[src/rtl/pong_game_ctrl.sv]
// pong_game_ctrl -- game-flow sequencer for the Pong pixel datapath.
// Holds, centres and serves the ball, turns datapath miss flags into points,
// keeps both scores and declares a winner. Timing advances on frame_tick.
// Optional feature macro: PONG_SPEEDUP_EN (rally counter and ball speed steps).
// Without the macro speed_level is tied to 0 and paddle_hit is unused.
module pong_game_ctrl #(
    parameter int WIN_SCORE    = 7,
    parameter int SERVE_FRAMES = 60,
    parameter int POINT_FRAMES = 90,
    parameter int RALLY_HITS   = 4,
    parameter int MAX_SPEED    = 3
) (
    input  logic       clk,
    input  logic       reset,
    input  logic       frame_tick,
    input  logic       start,
    input  logic       miss_left,
    input  logic       miss_right,
    input  logic       paddle_hit,
    output logic       ball_hold,
    output logic       ball_center,
    output logic       serve_dir,
    output logic [3:0] score1,
    output logic [3:0] score2,
    output logic       game_over,
    output logic       winner,
    output logic [1:0] speed_level,
    output logic [2:0] state
);

    localparam logic [2:0] S_IDLE     = 3'd0;
    localparam logic [2:0] S_SERVE    = 3'd1;
    localparam logic [2:0] S_PLAY     = 3'd2;
    localparam logic [2:0] S_POINT    = 3'd3;
    localparam logic [2:0] S_GAMEOVER = 3'd4;

    // One frame counter is shared by SERVE and POINT; it only needs to reach
    // the larger of the two pause lengths minus one.
    localparam int CNT_MAX = (SERVE_FRAMES > POINT_FRAMES) ? SERVE_FRAMES : POINT_FRAMES;
    localparam int CNT_W   = (CNT_MAX > 1) ? $clog2(CNT_MAX) : 1;

    localparam logic [CNT_W-1:0] SERVE_LAST = CNT_W'(SERVE_FRAMES - 1);
    localparam logic [CNT_W-1:0] POINT_LAST = CNT_W'(POINT_FRAMES - 1);
    localparam logic [3:0]       WIN        = 4'(WIN_SCORE);

    logic [2:0]       state_n;
    logic [CNT_W-1:0] cnt_q, cnt_n;
    logic [3:0]       score1_n, score2_n;
    logic             dir_n, winner_n;
    logic             miss_left_q, miss_right_q;
    logic             miss_left_rise, miss_right_rise;

`ifdef PONG_SPEEDUP_EN
    logic [2:0] rally_q, rally_n;
    logic [1:0] speed_n;
    localparam logic [2:0] RALLY_LAST = 3'(RALLY_HITS - 1);
    localparam logic [1:0] SPEED_TOP  = 2'(MAX_SPEED);
`else
    logic unused_speedup;
    assign unused_speedup = paddle_hit ^ (RALLY_HITS == 0) ^ (MAX_SPEED == 0);
    assign speed_level    = 2'd0;
`endif

    // A miss flag may stay high for many cycles; only its rising edge scores.
    assign miss_left_rise  = miss_left & ~miss_left_q;
    assign miss_right_rise = miss_right & ~miss_right_q;

    // Next-state, counter and score logic for the game flow.
    always_comb begin
        state_n  = state;
        cnt_n    = cnt_q;
        score1_n = score1;
        score2_n = score2;
        dir_n    = serve_dir;
        winner_n = winner;
`ifdef PONG_SPEEDUP_EN
        rally_n  = rally_q;
        speed_n  = speed_level;
`endif
        case (state)
            S_IDLE: begin
                if (start) begin
                    state_n = S_SERVE;
                    cnt_n   = '0;
                end
            end
            S_SERVE: begin
                if (frame_tick) begin
                    if (cnt_q == SERVE_LAST) begin
                        state_n = S_PLAY;
                        cnt_n   = '0;
                    end else begin
                        cnt_n = cnt_q + 1'b1;
                    end
                end
            end
            S_PLAY: begin
                // miss_left has priority; a simultaneous miss_right is dropped.
                if (miss_left_rise || miss_right_rise) begin
                    if (miss_left_rise) begin
                        if (score2 != WIN) score2_n = score2 + 4'd1;
                        dir_n = 1'b1;
                    end else begin
                        if (score1 != WIN) score1_n = score1 + 4'd1;
                        dir_n = 1'b0;
                    end
                    state_n = S_POINT;
                    cnt_n   = '0;
`ifdef PONG_SPEEDUP_EN
                    rally_n = '0;
                    speed_n = '0;
`endif
                end
`ifdef PONG_SPEEDUP_EN
                else if (paddle_hit) begin
                    if (rally_q == RALLY_LAST) begin
                        rally_n = '0;
                        if (speed_level != SPEED_TOP) speed_n = speed_level + 2'd1;
                    end else begin
                        rally_n = rally_q + 3'd1;
                    end
                end
`endif
            end
            S_POINT: begin
                if (frame_tick) begin
                    if (cnt_q == POINT_LAST) begin
                        cnt_n = '0;
                        if (score1 == WIN || score2 == WIN) begin
                            state_n  = S_GAMEOVER;
                            winner_n = (score2 == WIN);
                        end else begin
                            state_n = S_SERVE;
                        end
                    end else begin
                        cnt_n = cnt_q + 1'b1;
                    end
                end
            end
            S_GAMEOVER: begin
                if (start) begin
                    state_n  = S_SERVE;
                    cnt_n    = '0;
                    score1_n = '0;
                    score2_n = '0;
`ifdef PONG_SPEEDUP_EN
                    rally_n  = '0;
                    speed_n  = '0;
`endif
                end
            end
            default: begin
                state_n = S_IDLE;
                cnt_n   = '0;
            end
        endcase
    end

    // State and registered outputs; outputs are derived from the next state so
    // they line up with the state register.
    always_ff @(posedge clk or posedge reset) begin
        if (reset) begin
            state        <= S_IDLE;
            cnt_q        <= '0;
            score1       <= '0;
            score2       <= '0;
            serve_dir    <= 1'b0;
            winner       <= 1'b0;
            ball_hold    <= 1'b1;
            ball_center  <= 1'b0;
            game_over    <= 1'b0;
            miss_left_q  <= 1'b0;
            miss_right_q <= 1'b0;
        end else begin
            state        <= state_n;
            cnt_q        <= cnt_n;
            score1       <= score1_n;
            score2       <= score2_n;
            serve_dir    <= dir_n;
            winner       <= winner_n;
            ball_hold    <= (state_n != S_PLAY);
            ball_center  <= (state_n == S_SERVE) && (state != S_SERVE);
            game_over    <= (state_n == S_GAMEOVER);
            miss_left_q  <= miss_left;
            miss_right_q <= miss_right;
        end
    end

`ifdef PONG_SPEEDUP_EN
    // Rally counter and speed step.
    always_ff @(posedge clk or posedge reset) begin
        if (reset) begin
            rally_q     <= '0;
            speed_level <= '0;
        end else begin
            rally_q     <= rally_n;
            speed_level <= speed_n;
        end
    end
`endif

endmodule

[config.mk]
export PLATFORM = sky130hd
export DESIGN_NAME = pong_game_ctrl
export DESIGN_NICKNAME = d
export VERILOG_FILES = /design/src/rtl/pong_game_ctrl.sv
export SDC_FILE = /design/constraint.sdc
export NUM_CORES = 1
export LEC_CHECK = 0
export ABC_CLOCK_PERIOD_IN_PS = 1830
export CAP_MARGIN = 25
export CORE_MARGIN = 8
export CORE_UTILIZATION = 51
export CTS_CLUSTER_DIAMETER = 30
export DETAILED_ROUTE_END_ITERATION = 8
export PLACE_DENSITY = 0.84
export SYNTH_ARGS = -nofsm -noshare
export SYNTH_HDL_FRONTEND = slang
export SYNTH_SLANG_ARGS = --single-unit
[constraint.sdc]
create_clock -name clk -period 1.83 [get_ports clk]
set_input_delay 0.366 -clock clk [delete_from_list [all_inputs] [get_ports clk]]
set_output_delay 0.366 -clock clk [all_outputs]
set_load 0.1 [all_outputs]
# == Word-level counts from Yosys, hierarchy flattened ==
# Index checks and enable logic that the tools add are counted.
# totals
in_bits,7
register_bits,25
out_inout_bits,18
word_cells,77
# op_classes
reduce_logical,11
mux,25
add_sub_neg,3
bitwise_logic,4
eq_ne,23
# op_table
cell,n
2-to-1 mux 7 bit,6
2-to-1 mux 4 bit,7
case mux 7 bit (4 select lines),1
2-to-1 mux 3 bit,7
"inequality test 2 bit, second input constant",8
case mux 4 bit (2 select lines),2
case mux 3 bit (4 select lines),1
AND reduction 5 bit,2
"adder 4 x 1 -> 4 bit, second input constant",2
"equality test 4 x 3 -> 1 bit, second input constant",2
"inequality test 4 x 3 -> 1 bit, second input constant",2
AND reduction 4 bit,2
"adder 7 x 1 -> 7 bit, second input constant",1
"equality test 7 x 6 -> 1 bit, second input constant",1
"equality test 7 bit, second input constant",1
"equality test 3 x 1 -> 1 bit, second input constant",2
"equality test 3 x 2 -> 1 bit, second input constant",2
"equality test 3 bit, second input constant",2
logical NOT 3 bit,1
"inequality test 3 x 1 -> 1 bit, second input constant",1
"inequality test 3 x 2 -> 1 bit, second input constant",1
bitwise AND 1 bit,2
logical OR 1 bit,2
"inequality test 2 x 1 -> 1 bit, second input constant",1
other kinds (6),7

# == Depth between registers and ports, before layout ==
# Gate-level depths: netlist (run 1).
# depth
ltp_word,8
depth_mapped,7

# == Worst setup path before layout (run 1) ==
# OpenSTA, ideal clock, no wires.
# synth_timing
path_kind,reg2reg
start,register state[1]
end,register score1[3]
slack_ns,-0.451
t_arrival_ns,2.208
period_less_slack_ns,2.281
setup_time_ns,0.074
path_stages_with_launch,8
path_cell_list,dfrtp_1 -> buf_4 -> nor3b_4 -> and4b_1 -> buf_4 -> nand4_2 -> xor2_1 -> nor2_1
# synth_between
elab_chain_len,3
elab_cells_between_ends,9
cone_classes,eq/ne: 6; mux: 1; reduce/logical: 2
# synth_rtl
item,line_no,text
start: declaration,28,output logic [2:0] state
start signal: assignment,175,state <= state_n;
equality test 3 x 2 -> 1 bit / equality test 3 bit (equally long branches),80,case (state)
inequality test 2 bit (no source line) / nonzero test 2 bit (equally long branches),--,
AND reduction 5 bit (no source line),--,
end signal: assignment,177,score1 <= score1_n;
end: declaration,23,"output logic [3:0] score1,"
# Several ways; a longest one is shown, not always the timed one.
# A chain may end at the register's enable or synchronous reset.

# == Worst setup path after layout (run 1) ==
# layout_timing
start,register cnt_q[0]
end,register ball_center
# layout_between
elab_chain_len,6
elab_cells_between_ends,9
cone_classes,eq/ne: 3; mux: 5; reduce/logical: 1
# layout_rtl
item,line_no,text
start: declaration,47,"logic [CNT_W-1:0] cnt_q, cnt_n;"
start signal: assignment,176,cnt_q <= cnt_n;
equality test 7 bit / equality test 7 x 6 -> 1 bit (equally long branches),"127, 89",
2-to-1 mux 3 bit (on tied branches),"127, 89",
2-to-1 mux 3 bit (on tied branches),"126, 88",
case mux 3 bit (4 select lines) (*),80,
equality test 3 x 1 -> 1 bit (*),182,ball_center <= (state_n == S_SERVE) && (state != S_SERVE);
logical AND 1 bit (*),182,
end signal: assignment,182,
end: declaration,21,"output logic ball_center,"
# Every way passes the cells marked *; elsewhere a longest branch is shown, timed or not.

==> metrics.txt, run 1 <==
number of CTS-inserted buffers=3; Die Width=around 67 um; total via count in the routed design=1175; Initial Util=53.9%; cell count after synthesis=136; Routed WL=3270 um; Netlist Area Pre-Place=1340 sq um; wire length of the first global-routing pass=~5300 um; CTS tree=yes; via count of the first global-routing pass=1151; Max Clock Skew=9.20 ps; largest net degree at the start of global routing=26; Final Max Tran Viols=0; post-route cell area=roughly 1800 sq um; Post-CTS Hold Fix Bufs=0; critical-path cell list=ha_1 > inv_1 > o31a_1 > o31ai_1 > and4_1 > nor3_1; clock root buffer=sky130_fd_sc_hd__clkbuf_4; Port Buf Inserts=21; overall power consumption=1.28 mW; Hold WC Path Type=in -> async; number of non-filler instances in the completed layout=198; share of layout cells above drive strength 1=28.0%; WP data arrival=2050 ps; slowest stage delay, CP=450 ps; Setup Total Neg Slack=0 ps; Placement Cell Area=1790 sq um; global placement routability congestion=0.899; worst vdd ir=0.712 mV; Core ar.=2480 sq um; count of endpoints failing setup in the final report=0; portion of the post-synthesis area used by sequential elements=a little under half; cells on worst reg2reg path=6; worst hold slack after final layout=360 ps; worst slew pin tran=~600 ps; grt total ovfl=0; Routed wire per std cell=approximately 17 um; CP max FO=4; post-layout min period=1830 ps; P per Cell Area=696 nW/um^2; chip height=67.2 um; number of hold violations in the final report=0; number of I/O pins=25; Bufs and invs on worst path=1; Clock transition at path regs=~150 ps; cell total after placement=approximately 190; post-layout worst setup margin=4.46 ps; post-synth cell types=43; Crit Path Category=reg -> reg; vias per std cell=roughly 6; number of detailed-route iterations in the first pass=4; deepest level of the CTS H-tree=1; mean post-synth cell area=9.83 sq um; Worst setup SP type=register; violation count after the first detailed-route iteration=just under 90; number of register bits inferred by synthesis=25; synth-to-layout area growth=37.6%; number of DRC violations after detailed routing=0; maximum clock path buffer count=2; net total in the final layout=180; worst relative slew slack=between 60% and 70%; number of nets still failing antenna checks after routing=0; count of cell instances traversed by the critical path=6; Skew-Pair Late Insertion Delay=around 330 ps; post-route clock period utilization=~100%; Leakage=0.788 nW; Std-Cell Rows=18; post-DP HPWL=approximately 2400 um; max capacitance violation total=0; result of the run=completed; slowest stage cell on the critical path=sky130_fd_sc_hd__dfrtp_1; required time of the critical path=2050 ps; number of antenna violations at the first check in global routing=0; YS warnings=0; Die Footprint=4510 sq um; crit-path leading delay family=compound AO/OA/AOI/OAI gates; Post-Place Worst Slack=-139 ps; overall routing resource usage=around 15%; CTS sink cnt=25; type of element capturing the critical path=register; highest achievable clock rate=0.548 GHz; antenna diode instance count=0; Core Util, Final=74.2%; setup repair after global routing missed its margin=yes
==> layer usage <==
metal	share of wire, %	track usage, %	routed length (um)
met2	51	26.3	1670
met5	0	0	0
met4	4.3	8.09	139
met3	6.1	2.48	200
met1	38	17.8	1250
==> tightest hold or removal path, delay by kind of cell <==
kind / cells / cell delay, ps
buffers and inverters: 3 / 750
==> where the power goes <==
group          switching, mW  internal, mW  total [mW]
sequential             0.102         0.612       0.714
clock                  0.179        0.0839       0.263
combinational          0.173         0.130       0.304
==> final timing paths <==
kind                            startpoint          end  slack, ps
worst max-delay path              cnt_q[0]  ball_center          4
worst min-delay path                 reset  miss_left_q        360
worst max register to register    cnt_q[0]  ball_center          4
worst min register to register   score1[0]    score1[0]        570
max in group asynchronous            reset    ball_hold       1170
min in group clk                 miss_left  miss_left_q        470
==> cell usage after synthesis, drive strengths merged <==
cell,n,share of area (%)
dfrtp,24,45
o21ai,15,5.6
nand2,14,3.9
nand3,9,3.7
nor2,8,2.2
buf,5,3.1
inv,5,1.4
a21oi,4,1.5
ha,4,3.7
nand2b,4,1.9
a21o,3,1.7
and3,3,1.4
nand4,3,1.9
nor2b,3,1.4
xor2,3,2.0
nand3b,2,1.1
nor4b,2,1.3
o22ai,2,0.94
o31ai,2,2.2
or3,2,0.94
a2111oi,1,0.66
a21boi,1,0.56
a22o,1,0.66
and2,1,0.47
and2b,1,0.56
and4,1,0.66
and4b,1,0.75
conb,1,0.28
dfstp,1,2.0
mux2i,1,0.75
nand4b,1,0.66
nor3,1,0.37
nor3b,1,1.4
nor4,1,0.47
o31a,1,0.66
o32ai,1,0.66
or2,1,0.47
or2b,1,0.56
or4,1,0.56
==> cell usage in the layout, fill, tap and decap left out, types with 2 or more instances in the layout <==
cell type	count
sky130_fd_sc_hd__a21o_1	3
sky130_fd_sc_hd__a21oi_1	4
sky130_fd_sc_hd__and3_1	3
sky130_fd_sc_hd__buf_12	16
sky130_fd_sc_hd__buf_4	11
sky130_fd_sc_hd__clkbuf_4	3
sky130_fd_sc_hd__clkdlybuf4s50_1	5
sky130_fd_sc_hd__conb_1	2
sky130_fd_sc_hd__dfrtp_1	13
sky130_fd_sc_hd__dfrtp_2	9
sky130_fd_sc_hd__dfrtp_4	2
sky130_fd_sc_hd__ha_1	4
sky130_fd_sc_hd__inv_1	5
sky130_fd_sc_hd__nand2_1	14
sky130_fd_sc_hd__nand2b_1	4
sky130_fd_sc_hd__nand3_1	8
sky130_fd_sc_hd__nand3b_1	2
sky130_fd_sc_hd__nand4_1	2
sky130_fd_sc_hd__nor2_1	8
sky130_fd_sc_hd__nor2b_1	3
sky130_fd_sc_hd__nor4b_1	2
sky130_fd_sc_hd__o21ai_0	15
sky130_fd_sc_hd__o22ai_1	2
sky130_fd_sc_hd__or3_1	2
sky130_fd_sc_hd__xor2_1	3
==> logic make-up after synthesis <==
family,count (synthesis),share of synthesized area [%]
flops,25,46.9
xor+xnor,3,1.97
mux,1,0.749
simple gates,61,26.8
buf+inv,10,4.49
other cells,1,0.281
fa+ha+maj,4,3.75
compound gates,31,15.1
==> flip-flops by register name (all words and copies together), names as in the netlist <==
register      flops
ball_center       1
ball_hold         1
score2            4
cnt_q             7
miss_right_q      1
state             3
serve_dir         1
winner            1
miss_left_q       1
score1            4
game_over         1
==> final cells by class <==
type,instances,area [sq um]
Multi-Input combinational cell,102,654
Sequential cell,25,646
Fill cell,166,638
Timing Repair Buffer,32,453
Tap cell,30,37.5
Clock buffer,3,22.5
Inverter,5,18.8
Clock inverter,1,7.51
==> repair_timing <==
action,4_1_cts,5_1_grt
setup buffers,0,2
endpoints found under the setup margin,0,7
resized for setup,0,1
No activity file was read; power rests on OpenSTA's default activity.
==> inputs of run 2 (changes only) <==
--- a/config.mk
+++ b/config.mk
@@ -12,6 +12,7 @@
 export CTS_CLUSTER_DIAMETER = 30
 export DETAILED_ROUTE_END_ITERATION = 8
 export PLACE_DENSITY = 0.84
+export RECOVER_POWER = 25
 export SYNTH_ARGS = -nofsm -noshare
 export SYNTH_HDL_FRONTEND = slang
 export SYNTH_SLANG_ARGS = --single-unit
==> run 2 against run 1 <==
  * Non-clock buffer count unchanged
  * Clock skew about the same
  * First-iteration DRC count unchanged
  * Register-to-register slack about the same
  * Global-route usage unchanged
  * Worst hold slack improved by 210 ps
  * Flip-flop and latch count unchanged
  * Via count about the same
  * Fmax increased by 0.30%
  * Clock power about the same
  * Critical path type unchanged
  * Highest routed layer unchanged
==> metrics.txt, run 2 (synthesis results as in run 1) <==
Std-Cell Rows=18 (unchanged); P_sw=0.454 mW (was 0.455 mW); Die Footprint=4510 sq um (unchanged); Post-CTS Hold Fix Bufs=0 (unchanged); number of hold violations in the final report=0 (unchanged); Routed WL=3260 um (was 3270 um); CTS tree=yes (unchanged); violation count after the first detailed-route iteration=88 (unchanged); Setup Total Neg Slack=0 ps (unchanged); count of endpoints failing setup in the final report=0 (unchanged); number of antenna violations at the first check in global routing=0 (unchanged); result of the run=completed (unchanged); switching share of power=35.5% (about the same); Clock transition at path regs=150 ps (about the same); overall routing resource usage=15.2% (unchanged); vias per std cell=5.93 (about the same); overall power consumption=1.28 mW (about the same); Crit Path Category=reg -> reg (unchanged); number of nets still failing antenna checks after routing=0 (unchanged); cell total after placement=192 (unchanged); CTS sink cnt=25 (unchanged); share of layout cells above drive strength 1=28.0% (unchanged); number of non-filler instances in the completed layout=198 (unchanged); chip height=67.2 um (unchanged); Max Clock Skew=8.92 ps (was 9.20 ps); Core ar.=2480 sq um (unchanged); number of DRC violations after detailed routing=0 (unchanged); number of detailed-route iterations in the first pass=4 (unchanged); most flop-heavy register=cnt_q (unchanged); Hold WC Path Type=reg -> reg (was in -> async); clock power share=20.6% (was 20.5%); Leakage=0.788 nW (about the same); total via count in the routed design=1174 (was 1175); Initial Util=53.9% (unchanged); deepest level of the CTS H-tree=1 (unchanged); WP data arrival=2040 ps (was 2050 ps); Die Width=67.2 um (unchanged); antenna diode instance count=0 (unchanged); post-DP HPWL=2370 um (unchanged); maximum clock path buffer count=2 (unchanged); required time of the critical path=2050 ps (about the same); wire length of the first global-routing pass=5320 um (unchanged); synth-to-layout area growth=37.5% (was 37.6%); internal power of the cells=0.824 mW (was 0.826 mW); via count of the first global-routing pass=1151 (unchanged); part of the total power dissipated in sequential elements=55.8% (was 55.7%); P per Cell Area=696 nW/um^2 (about the same); largest registers ranked by flip-flop count=cnt_q (7), score1 (4), score2 (4) (unchanged); Worst setup SP type=register (unchanged); Skew-Pair Late Insertion Delay=330 ps (about the same); clock root buffer=sky130_fd_sc_hd__clkbuf_4 (unchanged); number of I/O pins=25 (unchanged); worst relative slew slack=59.6% (was 60.6%); grt total ovfl=0 (unchanged); global placement routability congestion=0.899 (unchanged); post-route clock period utilization=99.5% (was 99.8%); type of element capturing the critical path=register (unchanged); highest achievable clock rate=0.549 GHz (was 0.548 GHz); largest net degree at the start of global routing=26 (unchanged); number of CTS-inserted buffers=3 (unchanged); post-layout min period=1820 ps (was 1830 ps); Routed wire per std cell=16.5 um (about the same); Final Max Tran Viols=0 (unchanged); worst slew pin tran=606 ps (was 589 ps); Largest register FFs=7 (unchanged); setup repair after global routing missed its margin=yes (unchanged); combinational power share=23.6% (was 23.7%); most frequent standard cell in the layout excluding fill and tap cells=sky130_fd_sc_hd__buf_12 (unchanged); net total in the final layout=180 (unchanged); worst vdd ir=0.711 mV (was 0.712 mV); CP max FO=4 (unchanged); Port Buf Inserts=21 (unchanged); max capacitance violation total=0 (unchanged); commonest non-fill, non-tap cells in the layout=sky130_fd_sc_hd__buf_12 (16), sky130_fd_sc_hd__o21ai_0 (15), sky130_fd_sc_hd__nand2_1 (14), sky130_fd_sc_hd__dfrtp_1 (13), sky130_fd_sc_hd__buf_4 (10) (was sky130_fd_sc_hd__buf_12 (16), sky130_fd_sc_hd__o21ai_0 (15), sky130_fd_sc_hd__nand2_1 (14), sky130_fd_sc_hd__dfrtp_1 (13), sky130_fd_sc_hd__buf_4 (11))
-- run 2: layer usage --
layer / part of all wire [%] / vias to the layer above / track usage, %
li1: - / 547 / -
met1: 39 / 573 / 17.8
met2: 51 / 41 / 26.3
met3: 5.9 / 13 / 2.48
met4: 4.2 / 0 / 8.09
met5: 0 / - / 0
-- run 2: power by group through the flow --
stage / clock, mW / sequential (mW) / combinational [mW]
floorplan: 0 / 0.721 / 0.169
global route: 0.290 / 0.721 / 0.330
global placement: 0 / 0.706 / 0.272
CTS: 0.269 / 0.707 / 0.286
finish: 0.263 / 0.713 / 0.302
detailed placement: 0 / 0.717 / 0.283
-- run 2: final cells by class --
type | count | area, sq um
Clock buffer | 3 | 22.5
Clock inverter | 1 | 7.51
Sequential cell | 25 | 646
Timing Repair Buffer | 32 | 450
Tap cell | 30 | 37.5
Multi-Input combinational cell | 102 | 654
Inverter | 5 | 18.8
Fill cell | 167 | 641
-- run 2: repair_timing --
action                                  4_1_cts  5_1_grt
gates resized for setup                       0        1
endpoints found under the setup margin        0        7
setup buffers                                 0        2
-- run 2: metrics by stage --
stage / hold WS [ps] / setup slack [ps] / util [%] / instance area [sq um]
finish: 567 / 9.93 / 74.1 / 1840
global route: 595 / -37.8 / 74.1 / 1840
CTS: 368 / 53.1 / 73.6 / 1820
detailed placement: 556 / -139 / 72.4 / 1790
global placement: 530 / -27.7 / 72.4 / 1790
floorplan: 392 / -33.1 / - / 1360
-- run 2: path summary, 6_finish.rpt --
check	slack, ps	depth (start not counted)	from	to
min in group asynchronous	600	3	reset	miss_left_q
hold reg to reg	570	1	score1[0]	score1[0]
hold / removal	570	1	score1[0]	score1[0]
setup / recovery	10	6	cnt_q[0]	ball_center
setup reg to reg	10	6	cnt_q[0]	ball_center
max in group asynchronous	770	3	reset	state[1]
-- run 2: worst max-delay path, stage by stage, from the launching register on --
cell,delay [ps]
sky130_fd_sc_hd__dfrtp_1,450
sky130_fd_sc_hd__ha_1,190
sky130_fd_sc_hd__inv_1,40
sky130_fd_sc_hd__o31a_1,340
sky130_fd_sc_hd__o31ai_1,330
sky130_fd_sc_hd__and4_1,300
sky130_fd_sc_hd__nor3_1,70
==> inputs of run 3 (changes only) <==
--- a/config.mk
+++ b/config.mk
@@ -8,10 +8,10 @@
 export ABC_CLOCK_PERIOD_IN_PS = 1830
 export CAP_MARGIN = 25
 export CORE_MARGIN = 8
-export CORE_UTILIZATION = 51
+export CORE_UTILIZATION = 40
 export CTS_CLUSTER_DIAMETER = 30
 export DETAILED_ROUTE_END_ITERATION = 8
-export PLACE_DENSITY = 0.84
+export PLACE_DENSITY = 0.7
 export RECOVER_POWER = 25
 export SYNTH_ARGS = -nofsm -noshare
 export SYNTH_HDL_FRONTEND = slang
==> run 3 against run 2 <==
  * Non-clock buffer count unchanged
  * Sequential share of layout area down 0.57 points
  * Clock skew about the same
  * Routed wire length down 1.4%
  * Core utilization down 17 points
  * Via count down 3.6%
  * Sequential power down 0.8%
  * Fmax up 5.6%
  * Clock power about the same
  * Setup slack better by 96 ps
==> metrics.txt, run 3 (synthesis results as in run 1) <==
vias per std cell=5.29 (was 5.93); number of fillers in the final layout=282 (was 167); Die Width=73.8 um (was 67.2 um); CTS sink cnt=25 (unchanged); met3 layer usage reported by global route=3.55% (was 2.48%); Crit Path Category=reg -> reg (unchanged); commonest non-fill, non-tap cells in the layout=sky130_fd_sc_hd__buf_12 (16), sky130_fd_sc_hd__o21ai_0 (14), sky130_fd_sc_hd__nand2_1 (14), sky130_fd_sc_hd__dfrtp_1 (13), sky130_fd_sc_hd__buf_4 (10) (was sky130_fd_sc_hd__buf_12 (16), sky130_fd_sc_hd__o21ai_0 (15), sky130_fd_sc_hd__nand2_1 (14), sky130_fd_sc_hd__dfrtp_1 (13), sky130_fd_sc_hd__buf_4 (10)); Port Buf Inserts=21 (unchanged); setup repair after global routing missed its margin=yes (unchanged); Worst setup SP type=register (unchanged); type of element capturing the critical path=register (unchanged); Placement Cell Area=1810 sq um (was 1790 sq um); grt total ovfl=0 (unchanged); WP data arrival=2000 ps (was 2040 ps); Skew-Pair Late Insertion Delay=340 ps (was 330 ps); Routed wire per std cell=15.0 um (was 16.5 um); post-DP HPWL=2440 um (was 2370 um); share of layout cells above drive strength 1=29.8% (was 28.0%); Final Max Tran Viols=0 (unchanged); worst slew pin tran=636 ps (was 606 ps); busiest metal layer after global routing=met2 (unchanged); maximum clock path buffer count=2 (unchanged); P per Cell Area=683 nW/um^2 (was 696 nW/um^2); Initial Util=40.7% (was 53.9%); highest achievable clock rate=0.580 GHz (was 0.549 GHz); largest net degree at the start of global routing=26 (unchanged); synth-to-layout area growth=39.7% (was 37.5%); number of DRC violations after detailed routing=0 (unchanged); most repeated library cell on the critical path=sky130_fd_sc_hd__buf_4; number of detailed-route iterations in the first pass=4 (unchanged); Die Footprint=5450 sq um (was 4510 sq um); post-route clock period utilization=94.2% (was 99.5%); Hold WC Path Type=reg -> reg (unchanged); number of nets still failing antenna checks after routing=0 (unchanged); most flop-heavy register=cnt_q (unchanged); total via count in the routed design=1132 (was 1174); Clock transition at path regs=150 ps (about the same); met1 layer usage reported by global route=13.8% (was 17.8%); number of I/O pins=25 (unchanged); Max Clock Skew=8.54 ps (was 8.92 ps); worst vdd ir=0.429 mV (was 0.711 mV); largest registers ranked by flip-flop count=cnt_q (7), score1 (4), score2 (4) (unchanged); result of the run=completed (unchanged); clock root buffer=sky130_fd_sc_hd__clkbuf_4 (unchanged); critical-path cell list=buf_4 > ha_2 > nand4b_1 > o31a_1 > o31ai_4 > buf_4 > or3_1 > o21ai_0 (was ha_1 > inv_1 > o31a_1 > o31ai_1 > and4_1 > nor3_1); Std-Cell Rows=21 (was 18); worst relative slew slack=57.6% (was 59.6%); CTS tree=yes (unchanged); number of antenna violations at the first check in global routing=0 (unchanged); global placement routability congestion=0.868 (was 0.899); required time of the critical path=2110 ps (was 2050 ps); number of CTS-inserted buffers=3 (unchanged); slowest stage delay, CP=420 ps (was 450 ps); Post-CTS Hold Fix Bufs=0 (unchanged); post-layout min period=1720 ps (was 1820 ps); post-route cell area=1870 sq um (was 1840 sq um); overall routing resource usage=12.5% (was 15.2%); number of hold violations in the final report=0 (unchanged); CP max FO=5 (was 4); Core ar.=3280 sq um (was 2480 sq um); Leakage=0.785 nW (was 0.788 nW); deepest level of the CTS H-tree=1 (unchanged); overall power consumption=1.28 mW (about the same); max capacitance violation total=0 (unchanged); wire length of the first global-routing pass=5330 um (was 5320 um); Largest register FFs=7 (unchanged); chip height=73.8 um (was 67.2 um); via count of the first global-routing pass=1133 (was 1151); antenna diode instance count=0 (unchanged); met2 GRT Util=21.7% (was 26.3%); net total in the final layout=180 (unchanged); Bufs and invs on worst path=2 (was 1); count of endpoints failing setup in the final report=0 (unchanged); slowest stage cell on the critical path=sky130_fd_sc_hd__dfrtp_1 (unchanged); crit-path leading delay family=flip-flops (was compound AO/OA/AOI/OAI gates); Routed WL=3220 um (was 3260 um); violation count after the first detailed-route iteration=35 (was 88); most frequent standard cell in the layout excluding fill and tap cells=sky130_fd_sc_hd__buf_12 (unchanged)
## run 3: cell count changes in the layout (fill, tap and decap cells not counted)
cell                        previous run  this run
sky130_fd_sc_hd__a2111oi_0             0         1
sky130_fd_sc_hd__nor4_1                1         0
sky130_fd_sc_hd__o21ai_0              15        14
sky130_fd_sc_hd__nor4_2                0         1
sky130_fd_sc_hd__ha_1                  4         2
sky130_fd_sc_hd__o21ai_1               0         1
sky130_fd_sc_hd__a2111oi_1             1         0
sky130_fd_sc_hd__ha_2                  0         2
## run 3: power by group
part / leakage, nW / internal, mW / switching (mW) / total (mW)
clock network: 0.0139 / 0.0840 / 0.181 / 0.265
logic: 0.466 / 0.129 / 0.175 / 0.304
registers: 0.305 / 0.612 / 0.0952 / 0.707
## run 3: final timing paths
kind / start / to / slack (ps) / cells after the start
worst max register to register: cnt_q[0] / cnt_q[1] / 110 / 8
worst max-delay path: cnt_q[0] / cnt_q[1] / 110 / 8
worst min-delay path: score1[0] / score1[0] / 560 / 1
worst min register to register: score1[0] / score1[0] / 560 / 1
min in group asynchronous: reset / miss_left_q / 610 / 3
max in group asynchronous: reset / state[1] / 740 / 3
## run 3: layer usage
| layer | share of wire (%) | vias to the layer above | routed length [um] |
|---|---|---|---|
| li1 | - | 546 | - |
| met5 | 0 | - | 0 |
| met4 | 2.3 | 0 | 74 |
| met2 | 51 | 23 | 1650 |
| met1 | 42 | 554 | 1350 |
| met3 | 4.6 | 9 | 149 |
## run 3: area by class of cell
| class | count | area (sq um) | area share, % |
|---|---|---|---|
| multi-input combinational | 102 | 664 | 35.6 |
| sequential | 25 | 646 | 34.6 |
| timing repair buffer | 32 | 450 | 24.1 |
| tap | 46 | 57.6 | 3.08 |
| clock buffer | 3 | 22.5 | 1.21 |
| inverter | 5 | 18.8 | 1.01 |
| clock inverter | 1 | 7.51 | 0.402 |
## run 3: what timing repair did
item                       4_1_cts  5_1_grt
resized for setup                0        4
setup endpoints to repair        0        9
setup buffers                    0        2
## run 3: through the flow
step | cells | hold WS, ps | util [%] | setup TNS [ps] | setup WS (ps)
4_1_cts | 212 | 363 | 56.1 | 0 | 35.7
2_1_floorplan | 137 | 392 | - | -33.1 | -33.1
3_3_place_gp | 208 | 537 | 55.2 | -286 | -61.9
5_1_grt | 214 | 582 | 56.8 | -6.95 | -6.95
3_5_place_dp | 208 | 544 | 55.2 | -1310 | -194
6_report | 214 | 558 | 56.8 | 0 | 106
